## src/rtl/morse_pkg.sv

```systemverilog
// Shared Morse definitions: output codes, gap thresholds, decoder states and
// the pattern→letter table also used by the transmit side.
package morse_pkg;

  localparam logic [4:0] CODE_SPACE   = 5'd26;
  localparam logic [4:0] CODE_UNKNOWN = 5'd31;

  localparam logic [2:0] GAP_CHAR = 3'd3;
  localparam logic [2:0] GAP_WORD = 3'd7;

  // Widest pattern a 3-bit element count can describe.
  localparam int PAT_W = 7;

  typedef enum logic [2:0] {
    ST_IDLE    = 3'd0,
    ST_MARK    = 3'd1,
    ST_GAP     = 3'd2,
    ST_WORD    = 3'd3,
    ST_DISCARD = 3'd4
  } state_e;

  // Bit i is element i (first element in bit 0), 1 = dash. Unused bits must be 0.
  function automatic logic [4:0] pattern_to_code(input logic [PAT_W-1:0] pattern,
                                                 input logic [2:0]       len);
    logic [4:0] code;
    code = CODE_UNKNOWN;
    if (pattern[PAT_W-1:4] == '0) begin
      case ({len, pattern[3:0]})
        {3'd1, 4'b0000}: code = 5'd4;   // E
        {3'd1, 4'b0001}: code = 5'd19;  // T
        {3'd2, 4'b0010}: code = 5'd0;   // A
        {3'd2, 4'b0000}: code = 5'd8;   // I
        {3'd2, 4'b0011}: code = 5'd12;  // M
        {3'd2, 4'b0001}: code = 5'd13;  // N
        {3'd3, 4'b0001}: code = 5'd3;   // D
        {3'd3, 4'b0011}: code = 5'd6;   // G
        {3'd3, 4'b0101}: code = 5'd10;  // K
        {3'd3, 4'b0111}: code = 5'd14;  // O
        {3'd3, 4'b0010}: code = 5'd17;  // R
        {3'd3, 4'b0000}: code = 5'd18;  // S
        {3'd3, 4'b0100}: code = 5'd20;  // U
        {3'd3, 4'b0110}: code = 5'd22;  // W
        {3'd4, 4'b0001}: code = 5'd1;   // B
        {3'd4, 4'b0101}: code = 5'd2;   // C
        {3'd4, 4'b0100}: code = 5'd5;   // F
        {3'd4, 4'b0000}: code = 5'd7;   // H
        {3'd4, 4'b1110}: code = 5'd9;   // J
        {3'd4, 4'b0010}: code = 5'd11;  // L
        {3'd4, 4'b0110}: code = 5'd15;  // P
        {3'd4, 4'b1011}: code = 5'd16;  // Q
        {3'd4, 4'b1000}: code = 5'd21;  // V
        {3'd4, 4'b1001}: code = 5'd23;  // X
        {3'd4, 4'b1101}: code = 5'd24;  // Y
        {3'd4, 4'b0011}: code = 5'd25;  // Z
        default:         code = CODE_UNKNOWN;
      endcase
    end
    return code;
  endfunction

endpackage

```

## src/rtl/morse_run_classifier.sv

```systemverilog
// Run-length counter for the keying stream; turns mark/space runs into
// element, character-end, word-end and error strobes for the decoder FSM.
module morse_run_classifier
  import morse_pkg::*;
#(
  parameter int DASH_MAX = 4
) (
  input  logic UnitClock,
  input  logic reset,
  input  logic onoff_i,
  input  logic in_mark_i,
  input  logic in_gap_i,
  input  logic in_word_i,
  input  logic in_discard_i,
  output logic element_done_o,
  output logic is_dash_o,
  output logic char_end_o,
  output logic word_end_o,
  output logic discard_done_o,
  output logic mark_error_o
);

  localparam logic [2:0] DASH_LIM = 3'(DASH_MAX);

  logic [2:0] run_q, run_d, run_inc;

  assign run_inc   = (run_q == 3'd7) ? 3'd7 : run_q + 3'd1;
  assign is_dash_o = (run_q >= 3'd2);

  always_comb begin
    run_d          = run_q;
    element_done_o = 1'b0;
    char_end_o     = 1'b0;
    word_end_o     = 1'b0;
    discard_done_o = 1'b0;
    mark_error_o   = 1'b0;
    if (onoff_i) begin
      if (in_mark_i) begin
        if (run_inc > DASH_LIM) begin
          mark_error_o = 1'b1;
          run_d        = 3'd0;
        end else begin
          run_d = run_inc;
        end
      end else if (in_discard_i) begin
        run_d = 3'd0;
      end else begin
        run_d = 3'd1;
      end
    end else begin
      if (in_mark_i) begin
        // The zero that ends a mark is the first unit of the following gap.
        element_done_o = 1'b1;
        run_d          = 3'd1;
      end else if (in_gap_i || in_word_i || in_discard_i) begin
        run_d          = run_inc;
        char_end_o     = in_gap_i && (run_inc == GAP_CHAR);
        discard_done_o = in_discard_i && (run_inc == GAP_CHAR);
        word_end_o     = in_word_i && (run_inc == GAP_WORD);
        if (word_end_o) run_d = 3'd0;
      end else begin
        run_d = 3'd0;
      end
    end
  end

  always_ff @(posedge UnitClock) begin
    if (reset) run_q <= 3'd0;
    else       run_q <= run_d;
  end

endmodule

```

## src/rtl/morse_stream_decoder.sv

```systemverilog
// Morse receive stage: assembles dot/dash patterns from the unit-timed
// keying stream and delivers decoded characters over valid/ready.
module morse_stream_decoder
  import morse_pkg::*;
#(
  parameter int MAX_ELEMENTS = 5,
  parameter int DASH_MAX     = 4
) (
  input  logic                    UnitClock,
  input  logic                    reset,
  input  logic                    onoff_in,
  input  logic                    char_ready,
  output logic                    char_valid,
  output logic [4:0]              char_code,
  output logic [MAX_ELEMENTS-1:0] char_pattern,
  output logic [2:0]              char_len,
  output logic                    overflow,
  output logic                    error
);

  localparam logic [2:0] ELEM_LIM = 3'(MAX_ELEMENTS);

  state_e                  state_q, state_d;
  logic [2:0]              elem_q, elem_d;
  logic [MAX_ELEMENTS-1:0] pat_q, pat_d;

  logic                    valid_q, valid_d;
  logic [4:0]              code_q, code_d;
  logic [MAX_ELEMENTS-1:0] opat_q, opat_d;
  logic [2:0]              len_q, len_d;
  logic                    ovf_q, ovf_d;
  logic                    err_q, err_d;

  logic element_done, is_dash, char_end, word_end, discard_done, mark_error;
  logic emit, emit_space, accept, load;
  logic [PAT_W-1:0] pat_ext;

  morse_run_classifier #(.DASH_MAX(DASH_MAX)) u_cls (
    .UnitClock      (UnitClock),
    .reset          (reset),
    .onoff_i        (onoff_in),
    .in_mark_i      (state_q == ST_MARK),
    .in_gap_i       (state_q == ST_GAP),
    .in_word_i      (state_q == ST_WORD),
    .in_discard_i   (state_q == ST_DISCARD),
    .element_done_o (element_done),
    .is_dash_o      (is_dash),
    .char_end_o     (char_end),
    .word_end_o     (word_end),
    .discard_done_o (discard_done),
    .mark_error_o   (mark_error)
  );

  always_comb begin
    state_d    = state_q;
    elem_d     = elem_q;
    pat_d      = pat_q;
    emit       = 1'b0;
    emit_space = 1'b0;
    err_d      = 1'b0;
    case (state_q)
      ST_IDLE: begin
        if (onoff_in) begin
          state_d = ST_MARK;
          elem_d  = 3'd0;
          pat_d   = '0;
        end
      end
      ST_MARK: begin
        if (mark_error) begin
          err_d   = 1'b1;
          state_d = ST_DISCARD;
        end else if (element_done) begin
          if (elem_q == ELEM_LIM) begin
            err_d   = 1'b1;
            state_d = ST_DISCARD;
          end else begin
            pat_d   = pat_q | ({{(MAX_ELEMENTS-1){1'b0}}, is_dash} << elem_q);
            elem_d  = elem_q + 3'd1;
            state_d = ST_GAP;
          end
        end
      end
      ST_GAP: begin
        if (onoff_in) begin
          state_d = ST_MARK;
        end else if (char_end) begin
          emit    = 1'b1;
          state_d = ST_WORD;
        end
      end
      ST_WORD: begin
        // A mark here starts the next character of the same word.
        if (onoff_in) begin
          state_d = ST_MARK;
          elem_d  = 3'd0;
          pat_d   = '0;
        end else if (word_end) begin
          emit       = 1'b1;
          emit_space = 1'b1;
          state_d    = ST_IDLE;
        end
      end
      ST_DISCARD: begin
        if (discard_done) state_d = ST_WORD;
      end
      default: state_d = ST_IDLE;
    endcase
  end

  assign pat_ext = PAT_W'(pat_q);
  assign accept  = valid_q && char_ready;
  assign load    = emit && (!valid_q || accept);

  always_comb begin
    valid_d = valid_q;
    code_d  = code_q;
    opat_d  = opat_q;
    len_d   = len_q;
    ovf_d   = ovf_q | (emit & ~load);
    if (load) begin
      valid_d = 1'b1;
      code_d  = emit_space ? CODE_SPACE : pattern_to_code(pat_ext, elem_q);
      opat_d  = emit_space ? '0 : pat_q;
      len_d   = emit_space ? 3'd0 : elem_q;
    end else if (accept) begin
      valid_d = 1'b0;
    end
  end

  always_ff @(posedge UnitClock) begin
    if (reset) begin
      state_q <= ST_IDLE;
      elem_q  <= 3'd0;
      pat_q   <= '0;
      valid_q <= 1'b0;
      code_q  <= 5'd0;
      opat_q  <= '0;
      len_q   <= 3'd0;
      ovf_q   <= 1'b0;
      err_q   <= 1'b0;
    end else begin
      state_q <= state_d;
      elem_q  <= elem_d;
      pat_q   <= pat_d;
      valid_q <= valid_d;
      code_q  <= code_d;
      opat_q  <= opat_d;
      len_q   <= len_d;
      ovf_q   <= ovf_d;
      err_q   <= err_d;
    end
  end

  assign char_valid   = valid_q;
  assign char_code    = code_q;
  assign char_pattern = opat_q;
  assign char_len     = len_q;
  assign overflow     = ovf_q;
  assign error        = err_q;

endmodule

```

## config.mk

```make
export PLATFORM = sky130hd
export DESIGN_NAME = morse_stream_decoder
export DESIGN_NICKNAME = d
export VERILOG_FILES = /design/src/rtl/morse_pkg.sv /design/src/rtl/morse_run_classifier.sv /design/src/rtl/morse_stream_decoder.sv
export SDC_FILE = /design/constraint.sdc
export NUM_CORES = 1
export LEC_CHECK = 0
export ABC_AREA = 0
export CORE_MARGIN = 2
export CORE_UTILIZATION = 54
export CTS_BUF_LIST = sky130_fd_sc_hd__clkbuf_8
export DETAILED_ROUTE_END_ITERATION = 8
export GPL_TIMING_DRIVEN = 1
export PLACE_DENSITY_LB_ADDON = 0.25
export SLEW_MARGIN = 20
export SYNTH_ARGS = -nofsm -noshare
export SYNTH_HDL_FRONTEND = slang
export SYNTH_SLANG_ARGS = --single-unit
```

## constraint.sdc

```tcl
create_clock -name UnitClock -period 2.9 [get_ports UnitClock]
set_clock_uncertainty 0.1 [all_clocks]
set_input_delay 0.435 -clock UnitClock [delete_from_list [all_inputs] [get_ports UnitClock]]
set_output_delay 0.435 -clock UnitClock [all_outputs]
set_load 0.1 [all_outputs]
```

==> reports/qor.yml <==
timing_hold_violations_final: 0
start_util: 0.5593
power.total_uw: 1734
dieArea_um2: 4674
groute.usage.overall: 0.2669
drt_iter0_drc: 158
post_cts.repair.setup_buffers: 0
grt_start_max_net_pins: 29
synth_flop_cell: "sky130_fd_sc_hd__dfxtp_1"
run_status: "complete, no violations"
hold_path.class: "reg2reg"
timing_worst_slew_pin_value_ps: 618.2
synth_seq_cells: 35
syn_area_per_cell_um2: 8.018
holdCritStartpoint: "char_code[2]$_SDFFE_PP0P_"
reg2reg_from: "u_cls.run_q[0]$_SDFF_PP0_"
routed-via-count: 2322
timing.critical_path.required_ps: 2960
detailedRoute.firstPassIterationCount: 5
ctsLongestPathBuffers: 2
num_antenna_cells: 0
p_per_area_nw_per_um2: 634.9
drcViolationCount: 0
worstPathCellList: "inv_1 > ha_1 > nor3_4 > nor4_1 > a31o_2 > nand2_1 > inv_1 > ha_1 > or4_1 > o211ai_1 > a32oi_1"
static-leakage-power_uw: 0.001090
initial_antenna_violation_count: 0
wl_mm: 6.008
num-nets-final: 330
fin_hold_ws_ps: 352.4
synthToLayoutAreaGrowth_pct: 22.09
max_freq_ghz: 0.3598
worst_slew_margin_rel: 0.5840
synthCells: 279
criticalPathCategory: "reg2reg"
place_hpwl_mm: 4.358
cts_inserted_buffers: 5
cpMaxStageDelayCell: "sky130_fd_sc_hd__or4_1"
routed_wire_length_per_instance_um: 16.28
number_of_synthesized_flops_with_an_enable_pin: 0
finalSetupViolCount: 0
share_of_the_yosys_chip_area_belonging_to_registers: 0.3132
finalWeightedCongestion: 0.9503
start_kind: "flip-flop"
clock_sinks: 35
critPathArrivalTime_ps: 2840
cts-htree-levels: 2
maxSlewViolCount: 0
yosysUniqueCellTypes: 61
grt_first_pass_wirelength_mm: 9.239
max_cap_violations: 0
synthesis.yosys.warnings: 0
first_global_vias: 1959
crit_path_start: "u_cls.run_q[0]$_SDFF_PP0_"
synth_async_sr_flop_share: 0
clkLatencyLatePin_ps: 290
clk_pin_slew_worst_paths_ps: 80
die_height_um: 68.37
clock_tree_from_tritoncts: "yes"
fill_cells: 325
peakVddDrop_v: 0.0003705
global_route.overflow_total: 0
layout_worst_path_cycle_share: 0.9585
clock_root_buffer_master: "sky130_fd_sc_hd__clkbuf_8"
cell_area_reported_after_detailed_placement_um2: 2606
crit_path_max_fanout: 4
final_cell_area_um2: 2731
min_delay_worst_endpoint: "char_code[2]$_SDFFE_PP0P_"
drt-vias-per-instance: 6.293
post_synth_instance_area_um2: 2237
min_path_cells: 2
worst_slack_ps: 120.4
r2r_setup_slack_ps: 120
post-route-min-period_ps: 2780
port_buffers: 19
syn-num-nets: 291
post_route_cells_drive_above_1_share: 0.2288
hold_buffers: 0
row_count: 23
grt_setup_unrepaired: "false"
worst_path_largest_cell_delay_ps: 550
ioPinCount: 20
postCtsResizedCells: 0
antenna_nets_post_route: 0
fp.coreArea_um2: 4000
pre_cts_ws_ps: -161.8
final.setup.tns_ps: 0
worst_r2r_path_depth: 11
setup.worst_path.end_class: "flip-flop"
die_width_um: 68.37
## kinds of logic after synthesis
| group | Yosys count | share of synthesized area |
|---|---|---|
| and+or+nand+nor | 104 | 0.2433 |
| AOI/OAI and AO/OA | 91 | 0.2920 |
| DFF | 35 | 0.3132 |
| buffers and inverters | 34 | 0.06767 |
| adders and majority gates | 9 | 0.04922 |
| xor gates and xnor gates | 3 | 0.01510 |
| muxes | 3 | 0.01957 |
## Yosys cell counts (all sizes together), types with 3 or more instances
cell type  instances  area share
nor4b              6       0.023
buf                9       0.025
a21o               3       0.010
dfxtp             35        0.31
inv               12       0.020
clkbuf            13       0.022
a31oi              8       0.022
xnor2              3       0.015
a22oi              4       0.013
o21ai              6       0.013
a211oi             8       0.032
nor2b              3      0.0084
ha                 8       0.045
nand3             14       0.031
nor4               3      0.0084
a32oi              3       0.012
nand2b             7       0.020
nor3              11       0.027
a21oi             25       0.056
nand2             26       0.044
o211ai             6       0.020
a211o              3       0.012
nand4              4       0.011
nor2              20       0.034
## layer usage
metal / vias to the layer above / GRT usage / part of all wire
met5: - / 0 / 0
met2: 94 / 0.4575 / 0.48
met3: 18 / 0.04605 / 0.060
met4: 0 / 0.1025 / 0.026
li1: 1127 / - / -
met1: 1083 / 0.3313 / 0.43
## worst max-delay path: cells and delay by family (launching register included)
family | cells | cell delay [ps]
AO/OA/AOI/OAI | 3 | 540
adder cells (fa/ha/maj) | 2 | 460
buffers and inverters | 2 | 180
flip-flops | 1 | 340
AND/OR/NAND/NOR | 4 | 1040
## how the worst max path moves through the flow
stage                      to  slack [ps]  cells past startpoint
finish              flip-flop         120                     11
global route        flip-flop          20                     11
CTS                 flip-flop           7                     11
detailed placement  flip-flop        -160                     10
global placement    flip-flop         -50                     10
floorplan           flip-flop          60                     11
## where the power goes
group	total (µW)	internal (µW)	switching, µW
clock network	448	256	192
registers	583	533	50.2
logic	703	295	407
## metrics by stage
stage	util	cells
floorplan	-	279
finish	0.6828	369
CTS	0.6797	369
global placement	0.6515	361
global route	0.6828	369
detailed placement	0.6515	361
## cell type report
type	count	area, µm²	share of cell area
Multi-Input combinational cell	210	1398	0.5117
Tap cell	50	62.56	0.02290
Clock inverter	3	43.79	0.01603
Sequential cell	35	700.7	0.2565
Clock buffer	5	68.82	0.02519
Timing Repair Buffer	54	412.9	0.1512
Inverter	12	45.04	0.01649
## cell usage in the layout (no fill, tap or decap), drive strengths merged, types with 11 or more instances in the layout
cell type	netlist	final
dfxtp	35	35
nor3	11	11
nand2	26	26
buf	9	51
inv	12	12
nand3	14	14
nor2	20	20
a21oi	25	25
Note: power is estimated with default switching activity, not from simulation.
